`src/rtl/pic_draw_pkg.sv`:
```
// Shared types and helpers for the picture-blit engine.
package pic_draw_pkg;

  typedef enum logic [1:0] {
    StIdle,
    StSweep,
    StDrain,
    StDone
  } draw_state_e;

  localparam int unsigned COORD_W_DEF  = 10;
  localparam int unsigned COLOUR_W_DEF = 3;

  function automatic int unsigned clog2(input int unsigned v);
    int unsigned r;
    r = 0;
    while ((64'd1 << r) < 64'(v)) r++;
    return r;
  endfunction

  // Bit width able to hold 0..v-1, never narrower than one bit.
  function automatic int unsigned width_of(input int unsigned v);
    return (clog2(v) < 1) ? 1 : clog2(v);
  endfunction

endpackage

```
`src/rtl/pic_raster_counter.sv`:
```
// Row-major raster counter: cx/cy plus a running linear address (no multiplier).
module pic_raster_counter
  import pic_draw_pkg::*;
#(
  parameter int unsigned IMG_W  = 160,
  parameter int unsigned IMG_H  = 120,
  parameter int unsigned CX_W   = width_of(IMG_W),
  parameter int unsigned CY_W   = width_of(IMG_H),
  parameter int unsigned ADDR_W = width_of(IMG_W * IMG_H)
) (
  input  logic              clk,
  input  logic              resetn,
  input  logic              clear,
  input  logic              enable,
  output logic [CX_W-1:0]   cx,
  output logic [CY_W-1:0]   cy,
  output logic [ADDR_W-1:0] addr,
  output logic              last
);

  logic cx_end;
  logic cy_end;

  assign cx_end = (cx == CX_W'(IMG_W - 1));
  assign cy_end = (cy == CY_W'(IMG_H - 1));
  assign last   = cx_end && cy_end;

  always_ff @(posedge clk) begin
    if (!resetn || clear) begin
      cx   <= '0;
      cy   <= '0;
      addr <= '0;
    end else if (enable) begin
      cx <= cx_end ? '0 : cx + 1'b1;
      if (cx_end) begin
        cy <= cy_end ? '0 : cy + 1'b1;
      end
      addr <= last ? '0 : addr + 1'b1;
    end
  end

endmodule

```
`src/rtl/pic_sweep_drawer.sv`:
```
// Picture-blit engine: rasters one stored picture through a latency-matched ROM pipeline.
// Optional build macro PIC_TRANSPARENT_EN suppresses plots of pixels equal to TRANSP_KEY.
module pic_sweep_drawer
  import pic_draw_pkg::*;
#(
  parameter int unsigned IMG_W      = 160,
  parameter int unsigned IMG_H      = 120,
  parameter int unsigned NUM_PICS   = 3,
  parameter int unsigned COLOUR_W   = COLOUR_W_DEF,
  parameter int unsigned COORD_W    = COORD_W_DEF,
  parameter int unsigned ROM_LAT    = 1,
  parameter int unsigned TRANSP_KEY = 0,
  localparam int unsigned ADDR_W    = width_of(IMG_W * IMG_H),
  localparam int unsigned SEL_W     = width_of(NUM_PICS)
) (
  input  logic                clk,
  input  logic                resetn,
  input  logic                go,
  input  logic                abort,
  input  logic [SEL_W-1:0]    pic_sel,
  input  logic [COORD_W-1:0]  x0,
  input  logic [COORD_W-1:0]  y0,
  output logic [SEL_W-1:0]    rom_pic,
  output logic [ADDR_W-1:0]   rom_addr,
  input  logic [COLOUR_W-1:0] rom_data,
  output logic                plot,
  output logic [COORD_W-1:0]  x,
  output logic [COORD_W-1:0]  y,
  output logic [COLOUR_W-1:0] colour,
  output logic                busy,
  output logic                done
);

  localparam int unsigned CX_W = width_of(IMG_W);
  localparam int unsigned CY_W = width_of(IMG_H);
  localparam logic [COLOUR_W-1:0] KEY = COLOUR_W'(TRANSP_KEY);
`ifdef PIC_TRANSPARENT_EN
  localparam bit TRANSP_ON = 1'b1;
`else
  localparam bit TRANSP_ON = 1'b0;
`endif

  draw_state_e state_q, state_d;

  logic [SEL_W-1:0]   pic_q;
  logic [COORD_W-1:0] x0_q, y0_q;
  logic [2:0]         drain_q;
  logic [ADDR_W-1:0]  addr_hold_q;
  logic               pic_ok;
  logic               issue;
  logic               hit;

  logic [CX_W-1:0]    cnt_cx;
  logic [CY_W-1:0]    cnt_cy;
  logic [ADDR_W-1:0]  cnt_addr;
  logic               cnt_last;

  logic               vld_q [ROM_LAT];
  logic [CX_W-1:0]    cx_pipe_q [ROM_LAT];
  logic [CY_W-1:0]    cy_pipe_q [ROM_LAT];

  assign pic_ok = ({1'b0, pic_sel} < (SEL_W + 1)'(NUM_PICS));

  always_comb begin
    state_d = state_q;
    issue   = 1'b0;
    unique case (state_q)
      StIdle: begin
        if (go) state_d = pic_ok ? StSweep : StDone;
      end
      StSweep: begin
        issue = !abort;
        if (abort || cnt_last) state_d = StDrain;
      end
      StDrain: begin
        if (drain_q == 3'(ROM_LAT)) state_d = StDone;
      end
      StDone: state_d = StIdle;
      default: state_d = StIdle;
    endcase
  end

  always_ff @(posedge clk) begin
    if (!resetn) begin
      state_q     <= StIdle;
      pic_q       <= '0;
      x0_q        <= '0;
      y0_q        <= '0;
      drain_q     <= '0;
      addr_hold_q <= '0;
    end else begin
      state_q <= state_d;
      if (state_q == StIdle && go && pic_ok) begin
        pic_q <= pic_sel;
        x0_q  <= x0;
        y0_q  <= y0;
      end
      drain_q <= (state_q == StDrain) ? drain_q + 3'd1 : 3'd0;
      if (issue) addr_hold_q <= cnt_addr;
    end
  end

  pic_raster_counter #(
    .IMG_W  (IMG_W),
    .IMG_H  (IMG_H),
    .CX_W   (CX_W),
    .CY_W   (CY_W),
    .ADDR_W (ADDR_W)
  ) u_raster (
    .clk    (clk),
    .resetn (resetn),
    .clear  (state_q == StIdle),
    .enable (issue),
    .cx     (cnt_cx),
    .cy     (cnt_cy),
    .addr   (cnt_addr),
    .last   (cnt_last)
  );

  // An aborted slot must not expose its address, so show the last issued one instead.
  assign rom_addr = issue ? cnt_addr : addr_hold_q;
  assign rom_pic  = pic_q;

  always_ff @(posedge clk) begin
    if (!resetn) begin
      for (int i = 0; i < int'(ROM_LAT); i++) begin
        vld_q[i]     <= 1'b0;
        cx_pipe_q[i] <= '0;
        cy_pipe_q[i] <= '0;
      end
    end else begin
      vld_q[0]     <= issue;
      cx_pipe_q[0] <= cnt_cx;
      cy_pipe_q[0] <= cnt_cy;
      for (int i = 1; i < int'(ROM_LAT); i++) begin
        vld_q[i]     <= vld_q[i-1];
        cx_pipe_q[i] <= cx_pipe_q[i-1];
        cy_pipe_q[i] <= cy_pipe_q[i-1];
      end
    end
  end

  assign hit = vld_q[ROM_LAT-1] && !(TRANSP_ON && (rom_data == KEY));

  always_ff @(posedge clk) begin
    if (!resetn) begin
      plot   <= 1'b0;
      x      <= '0;
      y      <= '0;
      colour <= '0;
    end else begin
      plot <= hit;
      if (hit) begin
        x      <= x0_q + COORD_W'(cx_pipe_q[ROM_LAT-1]);
        y      <= y0_q + COORD_W'(cy_pipe_q[ROM_LAT-1]);
        colour <= rom_data;
      end
    end
  end

  assign busy = (state_q != StIdle);
  assign done = (state_q == StDone);

endmodule

```
`config.mk`:
```
export PLATFORM = sky130hd
export DESIGN_NAME = pic_sweep_drawer
export DESIGN_NICKNAME = d
export VERILOG_FILES = /design/src/rtl/pic_draw_pkg.sv /design/src/rtl/pic_raster_counter.sv /design/src/rtl/pic_sweep_drawer.sv
export SDC_FILE = /design/constraint.sdc
export NUM_CORES = 1
export LEC_CHECK = 0
export BUFFER_PORTS_ARGS = -buffer_cell sky130_fd_sc_hd__clkbuf_2
export CORE_AREA = 2 2 110 112
export DETAILED_ROUTE_END_ITERATION = 8
export DIE_AREA = 0 0 112 114
export GPL_TIMING_DRIVEN = 0
export MAX_ROUTING_LAYER = met4
export REMOVE_ABC_BUFFERS = 1
export SYNTH_ARGS = -nofsm -noshare
export SYNTH_HDL_FRONTEND = slang
export SYNTH_SLANG_ARGS = --single-unit
```
`constraint.sdc`:
```
create_clock -name clk -period 2.1 [get_ports clk]
set_input_delay 0.42 -clock clk [delete_from_list [all_inputs] [get_ports clk]]
set_output_delay 0.42 -clock clk [all_outputs]
set_load 0.01 [all_outputs]
```
-- Word-level counts from Yosys, hierarchy flattened
Memories as Yosys holds them, arrays and structs flattened.
Index checks and enable logic that the tools add are counted.
- bits in latches: 0
- flip-flop bits (word level): 96
- memories kept: 3
- memory bits (read-only): 0
- logic and storage cells: 65
- input bits: 29
- bits in writable memories: 16
- shift-type cells: 0
- equal/unequal tests: 9
- $mul: 0
- mux-type cells: 18
- div/mod/pow operators: 0
- $add $sub $neg: 6
- magnitude comparators: 1
- bitwise operators: 0
- reduce and logical (&&, ||, !) cells: 15
- memories (memory ; words ; bits a word ; rd ports ; clocked after Yosys merged registers in ; write ports ; line ; source):
    cx_pipe_q ; 1 ; 8 ; 1 ; 0 ; 1 ; pic_sweep_drawer.sv:59 ; logic [CX_W-1:0] cx_pipe_q [ROM_LAT];
    cy_pipe_q ; 1 ; 7 ; 1 ; 0 ; 1 ; pic_sweep_drawer.sv:60 ; logic [CY_W-1:0] cy_pipe_q [ROM_LAT];
    vld_q ; 1 ; 1 ; 1 ; 0 ; 1 ; pic_sweep_drawer.sv:58 ; logic vld_q [ROM_LAT];
- operators with widths (cell ; number):
    two-way mux 15 bit ; 2
    two-way mux 8 bit ; 2
    adder 15 x 1 -> 15 bit, second input constant ; 1
    two-way mux 7 bit ; 2
    adder 10 x 7 -> 10 bit ; 1
    adder 10 x 8 -> 10 bit ; 1
    adder 8 x 1 -> 8 bit, second input constant ; 1
    equality test 8 bit, second input constant ; 1
    two-way mux 2 bit ; 4
    case mux 2 bit (4 select lines) ; 1
    OR reduction 8 bit ; 1
    adder 7 x 1 -> 7 bit, second input constant ; 1
    equality test 7 bit, second input constant ; 1
    two-way mux 1 bit ; 7
    OR reduction 7 bit ; 1
    inequality test 2 bit, second input constant ; 3
    equality test 2 bit, second input constant ; 2
    AND reduction 2 bit ; 2
    adder 3 x 1 -> 3 bit, second input constant ; 1
    equality test 3 x 1 -> 1 bit, second input constant ; 1
    logical AND 1 bit ; 3
    AND reduction 3 bit ; 1
    equality test 2 x 1 -> 1 bit, second input constant ; 1
    zero test 1 bit ; 2
    other kinds (5) ; 6

-- Depth between registers and ports, before layout
Gate-level depths: netlist of the first run.
- word-level depth: 5
- gate-level depth with buffers: 8

-- Modules after synthesis
Synthesis of the first run repeated with hierarchy kept, for this count alone.
- cell total of the unflattened synthesis: 562
- area, all modules: 5074.9 um^2
- modules (own cells, without submodules) (module ; area an instance (um^2) ; times used ; cells an instance):
    pic_sweep_drawer ; 3691.0 ; 1 ; 403
    pic_raster_counter ; 1383.8 ; 1 ; 159

-- Worst setup path after synthesis of the first run
No wires, ideal clock.
- path type: register to register
- from: reg state_q[1]
- to: reg u_raster.addr[14]
- library setup time: 0.070 ns
- buffers on the path: 1
- arrival: 1.785 ns
- cell stages (with the launch flop): 9
- path slack: 0.245 ns
- cell sequence: dfxtp_1 > inv_1 > ha_1 > nor2b_1 > clkbuf_8 > nand2_1 > or4_4 > or3_1 > a21oi_1
- word-level cells in the longest chain between the ends: 2
- elaborated cells on any way between the ends: 4
- ends and longest elaborated chain (what ; line ; source):
    start, declared ; pic_sweep_drawer.sv:43 ; draw_state_e state_q, state_d;
    start signal, assigned ; pic_sweep_drawer.sv:85 ; state_q <= StIdle;
    start signal, assigned ; pic_sweep_drawer.sv:92 ; state_q <= state_d;
    equality test 2 x 1 -> 1 bit or zero test 2 bit (tied branches) ; pic_sweep_drawer.sv:67, pic_sweep_drawer.sv:112 ;
    two-way mux 1 bit or logical OR 1 bit (tied branches) ; pic_sweep_drawer.sv:67, pic_raster_counter.sv:29 ;
    end signal, assigned ; pic_raster_counter.sv:38 ; addr <= last ? '0 : addr + 1'b1;
    end, declared ; pic_raster_counter.sv:17 ; output logic [ADDR_W-1:0] addr,
Parallel ways exist; a longest one is shown, timed or not.
A chain may end at the register's enable or synchronous reset.

-- Final worst setup path of the first run
- from: reg x0_q[0]
- to: reg x[8]
- word-level cells in the longest chain between the ends: 1
- ends and longest elaborated chain (what ; line ; source):
    start, declared ; pic_sweep_drawer.sv:46 ; logic [COORD_W-1:0] x0_q, y0_q;
    start signal, assigned ; pic_sweep_drawer.sv:87 ; x0_q <= '0;
    start signal, assigned ; pic_sweep_drawer.sv:95 ; x0_q <= x0;
    adder 10 x 8 -> 10 bit ; pic_sweep_drawer.sv:154 ; x <= x0_q + COORD_W'(cx_pipe_q[ROM_LAT-1]);
    end signal, assigned ; pic_sweep_drawer.sv:154 ;
    end, declared ; pic_sweep_drawer.sv:27 ; output logic [COORD_W-1:0] x,
Every way passes these cells.

==> results of run 1 <==
[state kept, by name (all words and copies together) (netlist names), 7 cells and up]
name,count
addr_hold_q,15
cx_pipe_q,8
cy_pipe_q,7
u_raster.addr,15
u_raster.cx,8
u_raster.cy,7
x,10
x0_q,10
y,10
y0_q,10
[final timing paths]
path,startpoint,endpoint,slack (ns),depth (start not counted)
worst min-delay path,y0[4],y0_q[4]$_SDFFE_PN0P_,0.30,3
worst max register to register,x0_q[0]$_SDFFE_PN0P_,x[8]$_SDFFE_PN0P_,0.10,8
worst min register to register,drain_q[0]$_SDFF_PN0_,drain_q[0]$_SDFF_PN0_,0.46,1
worst max-delay path,x0_q[0]$_SDFFE_PN0P_,x[8]$_SDFFE_PN0P_,0.10,8
[cells by family (layout without fill, tap and decap cells)]
kind of cell | Yosys count | count (layout) | synth area share, %
multiplexers | 12 | 12 | 2.386
flip-flops | 112 | 112 | 44.08
adder cells (fa/ha/maj) | 26 | 26 | 6.691
AND/OR/NAND/NOR | 275 | 275 | 26.79
AO/OA/AOI/OAI | 99 | 99 | 13.36
XOR/XNOR | 20 | 20 | 3.444
buffers and inverters | 41 | 106 | 3.247
[worst max-delay path: cells and delay by family (launching register included)]
kind | cells | cell delay [ns]
adder cells (fa/ha/maj) | 2 | 0.60
flip-flops | 1 | 0.34
multiplexers | 1 | 0.14
AND/OR/NAND/NOR | 1 | 0.16
AO/OA/AOI/OAI | 3 | 0.59
buffers and inverters | 1 | 0.05
[power by group]
group          internal, W  switching (W)
registers          0.00224       0.000111
clock network     0.000993       0.000746
logic             0.000350       0.000566
[metrics by stage]
step	cells	cell area [um2]	hold WS [ns]
floorplan	558	4974	0.4215
global placement	776	5513	0.4312
detailed placement	777	5529	0.4438
CTS	796	5904	0.2900
global route	797	5978	0.2852
finish	797	5978	0.2979
[area by class of cell]
cell class	count	area (um2)
fill	1132	5733
multi-input combinational	432	2756
sequential	112	2248
timing repair buffer	75	424.2
clock buffer	14	264.0
tap	147	183.9
inverter	14	56.30
clock inverter	2	37.54
timing repair inverter	1	7.507
[synthesized netlist by cell type (14+ instances only)]
| cell | instances |
|---|---|
| sky130_fd_sc_hd__ha_1 | 24 |
| sky130_fd_sc_hd__nor2b_1 | 18 |
| sky130_fd_sc_hd__clkbuf_1 | 22 |
| sky130_fd_sc_hd__a21boi_0 | 22 |
| sky130_fd_sc_hd__a21oi_1 | 16 |
| sky130_fd_sc_hd__nand4_1 | 15 |
| sky130_fd_sc_hd__nor2_1 | 39 |
| sky130_fd_sc_hd__inv_1 | 14 |
| sky130_fd_sc_hd__dfxtp_1 | 112 |
| sky130_fd_sc_hd__o21ai_0 | 20 |
| sky130_fd_sc_hd__and2_1 | 33 |
| sky130_fd_sc_hd__nand2_1 | 118 |
| sky130_fd_sc_hd__xor2_1 | 16 |
[per-layer routing]
metal | vias to the layer above | share of wire, % | global-route usage (%)
li1 | 2135 | - | -
met1 | 1866 | 49 | 20.64
met2 | 67 | 46 | 27.56
met3 | 11 | 3.8 | 4.410
met4 | 0 | 1.2 | 7.724
met5 | - | 0 | -
[repair_timing]
item                       in CTS  in global routing
setup buffers                   3                  0
gates resized for setup         7                 20
pin swaps                       1                  1
cloned                          0                  1
setup endpoints to repair      50                 35
==> impl_metrics.prom, run 1 <==
# TYPE chip_impl_metric gauge
chip_impl_metric{name="design.die.area",unit="um2"} 12770
chip_impl_metric{name="timing.setup.tns",unit="ns"} 0
chip_impl_metric{name="insertedDiodeCount",unit=""} 0
chip_impl_metric{name="wl_per_cell",unit="um"} 13.05
chip_impl_metric{name="placement.io_buffers",unit=""} 71
chip_impl_metric{name="total_leakage_power",unit="nW"} 2.405
chip_impl_metric{name="h-tree-depth",unit=""} 3
chip_impl_metric{name="final_core_util",unit="%"} 51.05
chip_impl_metric{name="slew_violations",unit=""} 0
chip_impl_metric{name="max-clock-path-buffers",unit=""} 2
chip_impl_metric{name="total_power",unit="W"} 0.005006
chip_impl_metric{name="synth_enable_flop_cells",unit=""} 0
chip_impl_metric{name="drc_viols",unit=""} 0
chip_impl_metric{name="setup_viol",unit=""} 0
chip_impl_metric{name="synth.cell_area",unit="um2"} 5086
chip_impl_info{name="critPathLaunchType",value="register"} 1
chip_impl_metric{name="core_area",unit="um2"} 11710
chip_impl_metric{name="hpwl",unit="um"} 7021
chip_impl_info{name="synthDominantAreaCellType",value="sky130_fd_sc_hd__dfxtp_1"} 1
chip_impl_metric{name="worst_pin_slew",unit="ns"} 0.5992
chip_impl_metric{name="slowest_delay",unit="ns"} 0.40
chip_impl_metric{name="ys_seq_area_share",unit="%"} 44.08
chip_impl_metric{name="ys_ff_latch",unit=""} 112
chip_impl_info{name="tritoncts",value="yes"} 1
chip_impl_metric{name="insertion_delay",unit="ns"} 0.35
chip_impl_info{name="min_path_type",value="in -> reg"} 1
chip_impl_metric{name="timing.final.crit_share",unit="%"} 95.17
chip_impl_info{name="mostFrequentLayoutCells",value="sky130_fd_sc_hd__nand2_1, sky130_fd_sc_hd__dfxtp_1, sky130_fd_sc_hd__clkbuf_2, sky130_fd_sc_hd__nor2_1, sky130_fd_sc_hd__and2_1"} 1
chip_impl_info{name="synth_area_leaders",value="sky130_fd_sc_hd__dfxtp_1, sky130_fd_sc_hd__nand2_1, sky130_fd_sc_hd__ha_1"} 1
chip_impl_metric{name="yosys_warnings",unit=""} 0
chip_impl_metric{name="path_clk_slew",unit="ns"} 0.07
chip_impl_metric{name="async_set_or_reset_flop_fraction_in_the_synthesized_netlist",unit="%"} 0
chip_impl_metric{name="layout-area-overhead-vs-synth",unit="%"} 17.54
chip_impl_metric{name="slew_headroom",unit="%"} 60.06
chip_impl_metric{name="netlist_instances",unit=""} 585
chip_impl_metric{name="drive_above_1_share",unit="%"} 17.38
chip_impl_metric{name="num_io_pins",unit=""} 72
chip_impl_info{name="status",value="finished clean"} 1
chip_impl_info{name="worst_path_max_delay_cell",value="sky130_fd_sc_hd__fa_1"} 1
chip_impl_metric{name="syn_avg_cell_area",unit="um2"} 8.694
chip_impl_metric{name="power.density",unit="nW/um2"} 837.3
chip_impl_metric{name="route.vias.total",unit=""} 4079
chip_impl_metric{name="detail_route.vias_per_cell",unit=""} 5.118
chip_impl_info{name="cts-root-buf",value="sky130_fd_sc_hd__clkbuf_16"} 1
chip_impl_metric{name="fp.dieW",unit="um"} 112
chip_impl_metric{name="place.gp.congestion",unit=""} 0.8550
chip_impl_info{name="dominantRegCellSynth",value="sky130_fd_sc_hd__dfxtp_1"} 1
chip_impl_info{name="crit_type",value="reg -> reg"} 1
chip_impl_metric{name="final-hold-violation-count",unit=""} 0
chip_impl_info{name="layout.cells.most_common",value="sky130_fd_sc_hd__nand2_1"} 1
chip_impl_metric{name="synth.top_cell.area_share",unit="%"} 44.08
chip_impl_metric{name="max_cap_violations",unit=""} 0
chip_impl_info{name="setup_repair_after_global_routing_missed_its_margin",value="yes"} 1
chip_impl_metric{name="synth_cell_types",unit=""} 55
chip_impl_metric{name="via_count_of_the_first_global_routing_pass",unit=""} 3854
chip_impl_metric{name="grt_pass1_wl",unit="um"} 17470
chip_impl_metric{name="cp.required",unit="ns"} 2.35
chip_impl_metric{name="clock-skew-final",unit="ns"} 0.005616
chip_impl_info{name="crit_path_cell_trace",value="ha_2 -> inv_1 -> fa_1 -> nor2b_2 -> o31a_1 -> o221ai_2 -> mux2i_1 -> a31o_2"} 1
chip_impl_metric{name="first_iter_violations",unit=""} 195
chip_impl_metric{name="power.ir.vdd_worst",unit="mV"} 0.6177
chip_impl_metric{name="clock.fmax",unit="MHz"} 500.4
chip_impl_metric{name="worstPathMaxFanout",unit=""} 3
chip_impl_metric{name="pre_cts_slack",unit="ns"} -0.4945
chip_impl_metric{name="fin_nets",unit=""} 700
chip_impl_metric{name="clock_sinks",unit=""} 112
chip_impl_metric{name="cp_data_arrival_time",unit="ns"} 2.24
chip_impl_metric{name="initial_antenna_violation_count",unit=""} 0
chip_impl_metric{name="grt_start_max_net_pins",unit=""} 101
chip_impl_metric{name="cts_buffers",unit=""} 9
chip_impl_metric{name="grt-ovfl-total",unit=""} 0
chip_impl_metric{name="antenna_left",unit=""} 0
chip_impl_info{name="endpoint_kind",value="register"} 1
chip_impl_metric{name="drt-total-wl",unit="um"} 10400
chip_impl_metric{name="floorplan.initialDensity",unit="%"} 43.43
chip_impl_metric{name="timing.final.crit_period",unit="ns"} 1.999
chip_impl_metric{name="placement_rows",unit=""} 40
chip_impl_metric{name="die_height",unit="um"} 114
chip_impl_metric{name="cts_hold_repair.buffers",unit=""} 0
chip_impl_metric{name="finalWorstSetupSlack",unit="ns"} 0.1014
chip_impl_metric{name="drt_pre_antenna_iters",unit=""} 4
chip_impl_metric{name="globalRouteTotalUtil",unit="%"} 17.23
Note: power is estimated with default switching activity, not from simulation.
==> run 2: changes to the inputs <==
--- a/config.mk
+++ b/config.mk
@@ -11,6 +11,7 @@
 export DIE_AREA = 0 0 112 114
 export GPL_TIMING_DRIVEN = 0
 export MAX_ROUTING_LAYER = met4
+export RECOVER_POWER = 100
 export REMOVE_ABC_BUFFERS = 1
 export SYNTH_ARGS = -nofsm -noshare
 export SYNTH_HDL_FRONTEND = slang
==> impl_metrics.prom, run 2 (same netlist as run 1, synthesis figures left out) <==
# TYPE chip_impl_metric gauge
chip_impl_info{name="endpoint_kind",value="register"} 1
chip_impl_metric{name="cp.required",unit="ns"} 2.35
chip_impl_metric{name="routedLengthMet1",unit="um"} 5056
chip_impl_metric{name="via_count_of_the_first_global_routing_pass",unit=""} 3854
chip_impl_metric{name="power.ir.vdd_worst",unit="mV"} 0.6177
chip_impl_info{name="maxUsedRoutingLayer",value="met4"} 1
chip_impl_metric{name="route.vias.total",unit=""} 4079
chip_impl_metric{name="power.density",unit="nW/um2"} 837.4
chip_impl_metric{name="total_power",unit="W"} 0.005006
chip_impl_metric{name="grt_start_max_net_pins",unit=""} 101
chip_impl_metric{name="wl_per_cell",unit="um"} 13.05
chip_impl_metric{name="insertedDiodeCount",unit=""} 0
chip_impl_info{name="setup_repair_after_global_routing_missed_its_margin",value="yes"} 1
chip_impl_metric{name="multi_input_comb_area",unit="um2"} 2756
chip_impl_metric{name="max_cap_violations",unit=""} 0
chip_impl_info{name="largestRegisters",value="addr_hold_q x15, u_raster.addr x15"} 1
chip_impl_metric{name="worstPathMaxFanout",unit=""} 3
chip_impl_info{name="critPathLaunchType",value="register"} 1
chip_impl_metric{name="first_iter_violations",unit=""} 195
chip_impl_metric{name="core_area",unit="um2"} 11710
chip_impl_info{name="crit-reg2reg-launch",value="x0_q[0]$_SDFFE_PN0P_"} 1
chip_impl_info{name="hold_start",value="y0[4]"} 1
chip_impl_metric{name="total_leakage_power",unit="nW"} 2.401
chip_impl_metric{name="register_cell_area_after_layout",unit="um2"} 2248
chip_impl_metric{name="cp_data_arrival_time",unit="ns"} 2.24
chip_impl_info{name="status",value="finished clean"} 1
chip_impl_metric{name="timing.final.crit_period",unit="ns"} 1.999
chip_impl_metric{name="setup_viol",unit=""} 0
chip_impl_metric{name="hpwl",unit="um"} 7021
chip_impl_info{name="crit_path_cell_trace",value="ha_2 -> inv_1 -> fa_1 -> nor2b_2 -> o31a_1 -> o221ai_2 -> mux2i_1 -> a31o_2"} 1
chip_impl_metric{name="floorplan.initialDensity",unit="%"} 43.43
chip_impl_metric{name="worst_pin_slew",unit="ns"} 0.6000
chip_impl_metric{name="die_height",unit="um"} 114
chip_impl_info{name="tritoncts",value="yes"} 1
chip_impl_metric{name="placement_rows",unit=""} 40
chip_impl_metric{name="n_fill_cell",unit=""} 1132
chip_impl_metric{name="max-clock-path-buffers",unit=""} 2
chip_impl_metric{name="num_io_pins",unit=""} 72
chip_impl_metric{name="grt-ovfl-total",unit=""} 0
chip_impl_metric{name="fin_nets",unit=""} 700
chip_impl_metric{name="grt_pass1_wl",unit="um"} 17470
chip_impl_metric{name="slew_headroom",unit="%"} 60.00
chip_impl_metric{name="clock.fmax",unit="MHz"} 500.4
chip_impl_metric{name="drt-total-wl",unit="um"} 10400
chip_impl_metric{name="final.hold.worst_slack",unit="ns"} 0.2979
chip_impl_metric{name="slowest_delay",unit="ns"} 0.40
chip_impl_info{name="crit_type",value="reg -> reg"} 1
chip_impl_info{name="min_path_type",value="in -> reg"} 1
chip_impl_info{name="worst_path_max_delay_cell",value="sky130_fd_sc_hd__fa_1"} 1
chip_impl_metric{name="final_core_util",unit="%"} 51.05
chip_impl_metric{name="drt_pre_antenna_iters",unit=""} 4
chip_impl_metric{name="path_clk_slew",unit="ns"} 0.07
chip_impl_metric{name="cts_buffers",unit=""} 9
chip_impl_metric{name="globalRouteTotalUtil",unit="%"} 17.23
chip_impl_metric{name="insertion_delay",unit="ns"} 0.35
chip_impl_metric{name="slew_violations",unit=""} 0
chip_impl_metric{name="drc_viols",unit=""} 0
chip_impl_metric{name="clock-skew-final",unit="ns"} 0.005489
chip_impl_info{name="layout.cells.most_common",value="sky130_fd_sc_hd__nand2_1"} 1
chip_impl_metric{name="met2_wirelength",unit="um"} 4825
chip_impl_metric{name="drive_above_1_share",unit="%"} 17.38
chip_impl_metric{name="initial_antenna_violation_count",unit=""} 0
chip_impl_info{name="mostFrequentLayoutCells",value="sky130_fd_sc_hd__nand2_1, sky130_fd_sc_hd__dfxtp_1, sky130_fd_sc_hd__clkbuf_2, sky130_fd_sc_hd__nor2_1, sky130_fd_sc_hd__and2_1"} 1
chip_impl_info{name="cts-root-buf",value="sky130_fd_sc_hd__clkbuf_16"} 1
chip_impl_metric{name="antenna_left",unit=""} 0
chip_impl_metric{name="detailroute.wirelength.met3",unit="um"} 395
chip_impl_metric{name="critPathBufInv",unit=""} 1
chip_impl_metric{name="clock_sinks",unit=""} 112
chip_impl_metric{name="place.gp.congestion",unit=""} 0.8550
chip_impl_metric{name="detail_route.vias_per_cell",unit=""} 5.118
chip_impl_metric{name="h-tree-depth",unit=""} 3
chip_impl_metric{name="final-hold-violation-count",unit=""} 0
chip_impl_metric{name="dpl.cell_count",unit=""} 777
chip_impl_info{name="top_family_by_delay_on_critical_path",value="adder cells"} 1
chip_impl_metric{name="fp.dieW",unit="um"} 112
chip_impl_metric{name="placement.io_buffers",unit=""} 71
chip_impl_metric{name="design.die.area",unit="um2"} 12770
chip_impl_info{name="crit_path_start",value="x0_q[0]$_SDFFE_PN0P_"} 1
chip_impl_metric{name="final_cell_count_no_fill",unit=""} 797
chip_impl_metric{name="timing.final.crit_share",unit="%"} 95.17
chip_impl_metric{name="layout-area-overhead-vs-synth",unit="%"} 17.54
run 2: power by group:
group	internal, W	switching (W)	total (W)
combinational	0.000350	0.000566	0.000916
clock	0.000993	0.000746	0.00174
sequential	0.00224	0.000111	0.00235
run 2: layer usage:
metal / vias to the layer above / global-route usage (%)
met5: - / -
li1: 2135 / -
met4: 0 / 7.724
met2: 67 / 27.56
met1: 1866 / 20.64
met3: 11 / 4.410
run 2: tightest hold or removal path, cell delays in order:
cell and delay, ns:
sky130_fd_sc_hd__clkbuf_2 0.08, sky130_fd_sc_hd__nand2_1 0.04, sky130_fd_sc_hd__a21boi_0 0.06
run 2: worst paths after layout:
check | slack [ns] | to | cells past startpoint
setup reg to reg | 0.10 | x[8]$_SDFFE_PN0P_ | 8
setup / recovery | 0.10 | x[8]$_SDFFE_PN0P_ | 8
hold / removal | 0.30 | y0_q[4]$_SDFFE_PN0P_ | 3
hold reg to reg | 0.46 | drain_q[0]$_SDFF_PN0_ | 1
run 2: metrics by stage:
step	area (um2)	setup slack, ns	setup TNS, ns
after floorplan	4974	-0.5278	-2.904
after global placement	5513	-1.164	-41.07
after detailed placement	5529	-0.4945	-13.35
after CTS	5904	-0.001890	-0.001890
after global routing	5978	-0.02801	-0.04500
final	5978	0.1014	0
run 2: repair_timing:
action,in CTS,in global routing
hold buffers,0,0
setup buffers,3,0
endpoints found under the setup margin,50,35
gates resized for setup,7,20
pin swaps,1,1
cloned,0,1
run 2: area by class of cell:
| cell class | instances | share of cell area [%] |
|---|---|---|
| inverters | 14 | 0.9418 |
| repair inverters | 1 | 0.1256 |
| flip-flops and latches | 112 | 37.61 |
| clock inverters | 2 | 0.6279 |
| repair buffers | 75 | 7.095 |
| clock buffers | 14 | 4.416 |
| multi-input cells | 432 | 46.11 |
| well taps | 147 | 3.077 |
==> run 3: changes to the inputs <==
--- a/config.mk
+++ b/config.mk
@@ -5,10 +5,11 @@
 export SDC_FILE = /design/constraint.sdc
 export NUM_CORES = 1
 export LEC_CHECK = 0
+export ABC_AREA = 1
 export BUFFER_PORTS_ARGS = -buffer_cell sky130_fd_sc_hd__clkbuf_2
-export CORE_AREA = 2 2 110 112
+export CORE_AREA = 2 2 113 115
 export DETAILED_ROUTE_END_ITERATION = 8
-export DIE_AREA = 0 0 112 114
+export DIE_AREA = 0 0 115 117
 export GPL_TIMING_DRIVEN = 0
 export MAX_ROUTING_LAYER = met4
 export RECOVER_POWER = 100
==> constraint.sdc (replaced) <==
create_clock -name clk -period 2.3 [get_ports clk]
set_input_delay 0.46 -clock clk [delete_from_list [all_inputs] [get_ports clk]]
set_output_delay 0.46 -clock clk [all_outputs]
set_load 0.01 [all_outputs]
==> impl_metrics.prom, run 3 <==
# TYPE chip_impl_metric gauge
chip_impl_metric{name="setup_viol",unit=""} 0
chip_impl_metric{name="cts_buffers",unit=""} 9
chip_impl_info{name="layout.cells.most_common",value="sky130_fd_sc_hd__nand2_1"} 1
chip_impl_metric{name="detail_route.vias_per_cell",unit=""} 4.838
chip_impl_metric{name="synth_enable_flop_cells",unit=""} 0
chip_impl_metric{name="h-tree-depth",unit=""} 3
chip_impl_metric{name="drc_viols",unit=""} 0
chip_impl_metric{name="power.ir.vdd_worst",unit="mV"} 0.3061
chip_impl_metric{name="drive_above_1_share",unit="%"} 10.09
chip_impl_info{name="crit_end",value="rom_addr[0]"} 1
chip_impl_metric{name="worstPathMaxFanout",unit=""} 5
chip_impl_info{name="regToRegEndpoint",value="y[8]$_SDFFE_PN0P_"} 1
chip_impl_metric{name="finalWorstSetupSlack",unit="ns"} 0.09194
chip_impl_info{name="synth.most_common_cell",value="sky130_fd_sc_hd__nand2_1"} 1
chip_impl_metric{name="place.gp.congestion",unit=""} 0.8668
chip_impl_metric{name="slew_headroom",unit="%"} 20.33
chip_impl_metric{name="cp.required",unit="ns"} 1.84
chip_impl_metric{name="layout-area-overhead-vs-synth",unit="%"} 15.35
chip_impl_metric{name="timing.final.crit_share",unit="%"} 96.00
chip_impl_metric{name="insertedDiodeCount",unit=""} 0
chip_impl_metric{name="max-clock-path-buffers",unit=""} 2
chip_impl_info{name="crit-reg2reg-launch",value="y0_q[0]$_SDFFE_PN0P_"} 1
chip_impl_info{name="most_used_routing_layer_in_global_routing",value="met2"} 1
chip_impl_metric{name="path_clk_slew",unit="ns"} 0.07
chip_impl_metric{name="clock_sinks",unit=""} 112
chip_impl_metric{name="n_fill_cell",unit=""} 1269
chip_impl_info{name="crit_path_start",value="state_q[1]$_SDFFE_PN0P_"} 1
chip_impl_metric{name="ys_ff_latch",unit=""} 112
chip_impl_info{name="critPathLaunchType",value="register"} 1
chip_impl_metric{name="timing.final.crit_period",unit="ns"} 2.208
chip_impl_metric{name="placement.io_buffers",unit=""} 71
chip_impl_metric{name="synth.cell_area",unit="um2"} 5348
chip_impl_metric{name="grt_pass1_wl",unit="um"} 19420
chip_impl_metric{name="cp_data_arrival_time",unit="ns"} 1.75
chip_impl_metric{name="grt_start_max_net_pins",unit=""} 52
chip_impl_info{name="crit_type",value="reg -> out"} 1
chip_impl_info{name="largestRegisters",value="addr_hold_q x15, u_raster.addr x15"} 1
chip_impl_metric{name="synth_cell_types",unit=""} 33
chip_impl_metric{name="ys_seq_area_share",unit="%"} 41.93
chip_impl_metric{name="fp.dieW",unit="um"} 115
chip_impl_info{name="mostFrequentLayoutCells",value="sky130_fd_sc_hd__nand2_1, sky130_fd_sc_hd__nor2_1, sky130_fd_sc_hd__dfxtp_1, sky130_fd_sc_hd__inv_1, sky130_fd_sc_hd__a21oi_1"} 1
chip_impl_metric{name="final-hold-violation-count",unit=""} 0
chip_impl_metric{name="pre_cts_slack",unit="ns"} -0.9212
chip_impl_metric{name="cts_hold_repair.buffers",unit=""} 0
chip_impl_metric{name="drt-total-wl",unit="um"} 11690
chip_impl_info{name="tritoncts",value="yes"} 1
chip_impl_metric{name="wl_per_cell",unit="um"} 12.13
chip_impl_metric{name="grt_use_met3",unit="%"} 2.729
chip_impl_metric{name="num_io_pins",unit=""} 72
chip_impl_metric{name="register_cell_area_after_layout",unit="um2"} 2243
chip_impl_metric{name="final.hold.worst_slack",unit="ns"} 0.3415
chip_impl_info{name="status",value="finished clean"} 1
chip_impl_metric{name="multi_input_comb_area",unit="um2"} 2653
chip_impl_metric{name="hpwl",unit="um"} 7799
chip_impl_metric{name="core_area",unit="um2"} 12310
chip_impl_metric{name="met2_grt_util",unit="%"} 31.45
chip_impl_metric{name="synth.top_cell.area_share",unit="%"} 41.93
chip_impl_metric{name="r2r_setup_slack",unit="ns"} 0.20
chip_impl_metric{name="placement_rows",unit=""} 41
chip_impl_metric{name="slew_violations",unit=""} 0
chip_impl_metric{name="antenna_left",unit=""} 0
chip_impl_metric{name="die_height",unit="um"} 117
chip_impl_metric{name="r2r_cells",unit=""} 9
chip_impl_metric{name="design.die.area",unit="um2"} 13460
chip_impl_info{name="dominantRegCellSynth",value="sky130_fd_sc_hd__dfxtp_1"} 1
chip_impl_metric{name="yosys_warnings",unit=""} 0
chip_impl_info{name="setup_repair_after_global_routing_missed_its_margin",value="no"} 1
chip_impl_info{name="cts-root-buf",value="sky130_fd_sc_hd__clkbuf_16"} 1
chip_impl_metric{name="met1_usage",unit="%"} 22.55
chip_impl_metric{name="floorplan.initialDensity",unit="%"} 43.43
chip_impl_metric{name="grt-ovfl-total",unit=""} 0
chip_impl_metric{name="initial_antenna_violation_count",unit=""} 0
chip_impl_metric{name="globalRouteTotalUtil",unit="%"} 18.48
chip_impl_metric{name="drt_pre_antenna_iters",unit=""} 4
chip_impl_metric{name="syn_avg_cell_area",unit="um2"} 7.227
chip_impl_metric{name="clock-skew-final",unit="ns"} 0.006642
chip_impl_metric{name="total_power",unit="W"} 0.005006
chip_impl_metric{name="power.density",unit="nW/um2"} 811.6
chip_impl_info{name="synth_area_leaders",value="sky130_fd_sc_hd__dfxtp_1, sky130_fd_sc_hd__nand2_1, sky130_fd_sc_hd__nor2_1"} 1
chip_impl_metric{name="total_leakage_power",unit="nW"} 2.819
chip_impl_metric{name="insertion_delay",unit="ns"} 0.35
chip_impl_info{name="min_path_type",value="in -> reg"} 1
chip_impl_metric{name="first_iter_violations",unit=""} 186
chip_impl_metric{name="clock.fmax",unit="MHz"} 452.9
chip_impl_metric{name="async_set_or_reset_flop_fraction_in_the_synthesized_netlist",unit="%"} 0
chip_impl_metric{name="netlist_instances",unit=""} 740
chip_impl_metric{name="fin_nets",unit=""} 863
chip_impl_info{name="synthDominantAreaCellType",value="sky130_fd_sc_hd__dfxtp_1"} 1
chip_impl_metric{name="max_cap_violations",unit=""} 0
chip_impl_info{name="synth_common_cells",value="sky130_fd_sc_hd__nand2_1, sky130_fd_sc_hd__nor2_1, sky130_fd_sc_hd__dfxtp_1"} 1
chip_impl_metric{name="timing.setup.tns",unit="ns"} 0
chip_impl_metric{name="worst_pin_slew",unit="ns"} 1.193
chip_impl_metric{name="via_count_of_the_first_global_routing_pass",unit=""} 4269
chip_impl_info{name="endpoint_kind",value="output port"} 1
chip_impl_metric{name="route.vias.total",unit=""} 4659
==> run 3: worst max-delay path, stage by stage, from the launching register on <==
cell,delay (ns)
sky130_fd_sc_hd__dfxtp_2,0.36
sky130_fd_sc_hd__inv_1,0.07
sky130_fd_sc_hd__ha_1,0.18
sky130_fd_sc_hd__inv_1,0.15
sky130_fd_sc_hd__nor2_4,0.06
sky130_fd_sc_hd__buf_12,0.14
sky130_fd_sc_hd__buf_4,0.13
sky130_fd_sc_hd__nand2_1,0.08
sky130_fd_sc_hd__nand2_1,0.08
sky130_fd_sc_hd__clkbuf_2,0.13
==> run 3: metal layers <==
| layer | share of wire (%) | routed length (um) | up-vias |
|---|---|---|---|
| li1 | - | - | 2465 |
| met1 | 48 | 5612 | 2112 |
| met4 | 1.4 | 163 | 0 |
| met5 | 0 | 0 | - |
| met3 | 3.3 | 385 | 12 |
| met2 | 47 | 5524 | 70 |
==> run 3: how the worst min path moves through the flow <==
stage	startpoint	end	slack, ns	cells past startpoint
after floorplan	u_raster.cx[5]$_SDFFE_PP0P_	cx_pipe_q[0][5]$_SDFF_PN0_	0.41	2
after global placement	u_raster.cx[5]$_SDFFE_PP0P_	cx_pipe_q[0][5]$_SDFF_PN0_	0.42	2
after detailed placement	u_raster.cx[5]$_SDFFE_PP0P_	cx_pipe_q[0][5]$_SDFF_PN0_	0.42	2
after CTS	rom_data[0]	colour[0]$_SDFFE_PN0P_	0.33	3
after global routing	rom_data[1]	colour[1]$_SDFFE_PN0P_	0.35	3
final	rom_data[2]	colour[2]$_SDFFE_PN0P_	0.34	3
==> run 3: final cells by class <==
class / instances / share of cell area (%)
inverter: 89 / 5.740
tap: 150 / 3.043
multi-input combinational: 516 / 43.00
clock inverter: 4 / 1.237
clock buffer: 12 / 3.996
timing repair buffer: 78 / 6.349
sequential: 112 / 36.37
timing repair inverter: 2 / 0.2637
==> run 3: logic make-up after synthesis <==
kind of cell	share of synthesized area, %
buf+inv	8.353
fa+ha+maj	6.364
simple gates	30.91
flops	41.93
compound gates	9.663
xor+xnor	2.784
==> run 3: power by group <==
group,switching [W],internal [W]
combinational,0.000715,0.000386
clock,0.000695,0.000990
sequential,0.000118,0.00210
==> run 3: metrics by stage <==
step	instance area (um2)	utilization [%]	cells
2_1_floorplan	5235	-	716
3_3_place_gp	5778	46.93	937
3_5_place_dp	5778	46.93	937
4_1_cts	6158	50.02	959
5_1_grt	6168	50.10	963
6_report	6168	50.10	963
==> run 3: repair_timing <==
| item | in CTS | in global routing |
|---|---|---|
| hold endpoints to repair | 0 | 0 |
| gates resized for setup | 5 | 7 |
| buffers inserted | 4 | 2 |
| setup endpoints to repair | 67 | 33 |
| pin swaps | 1 | 1 |
| cloned | 2 | 2 |
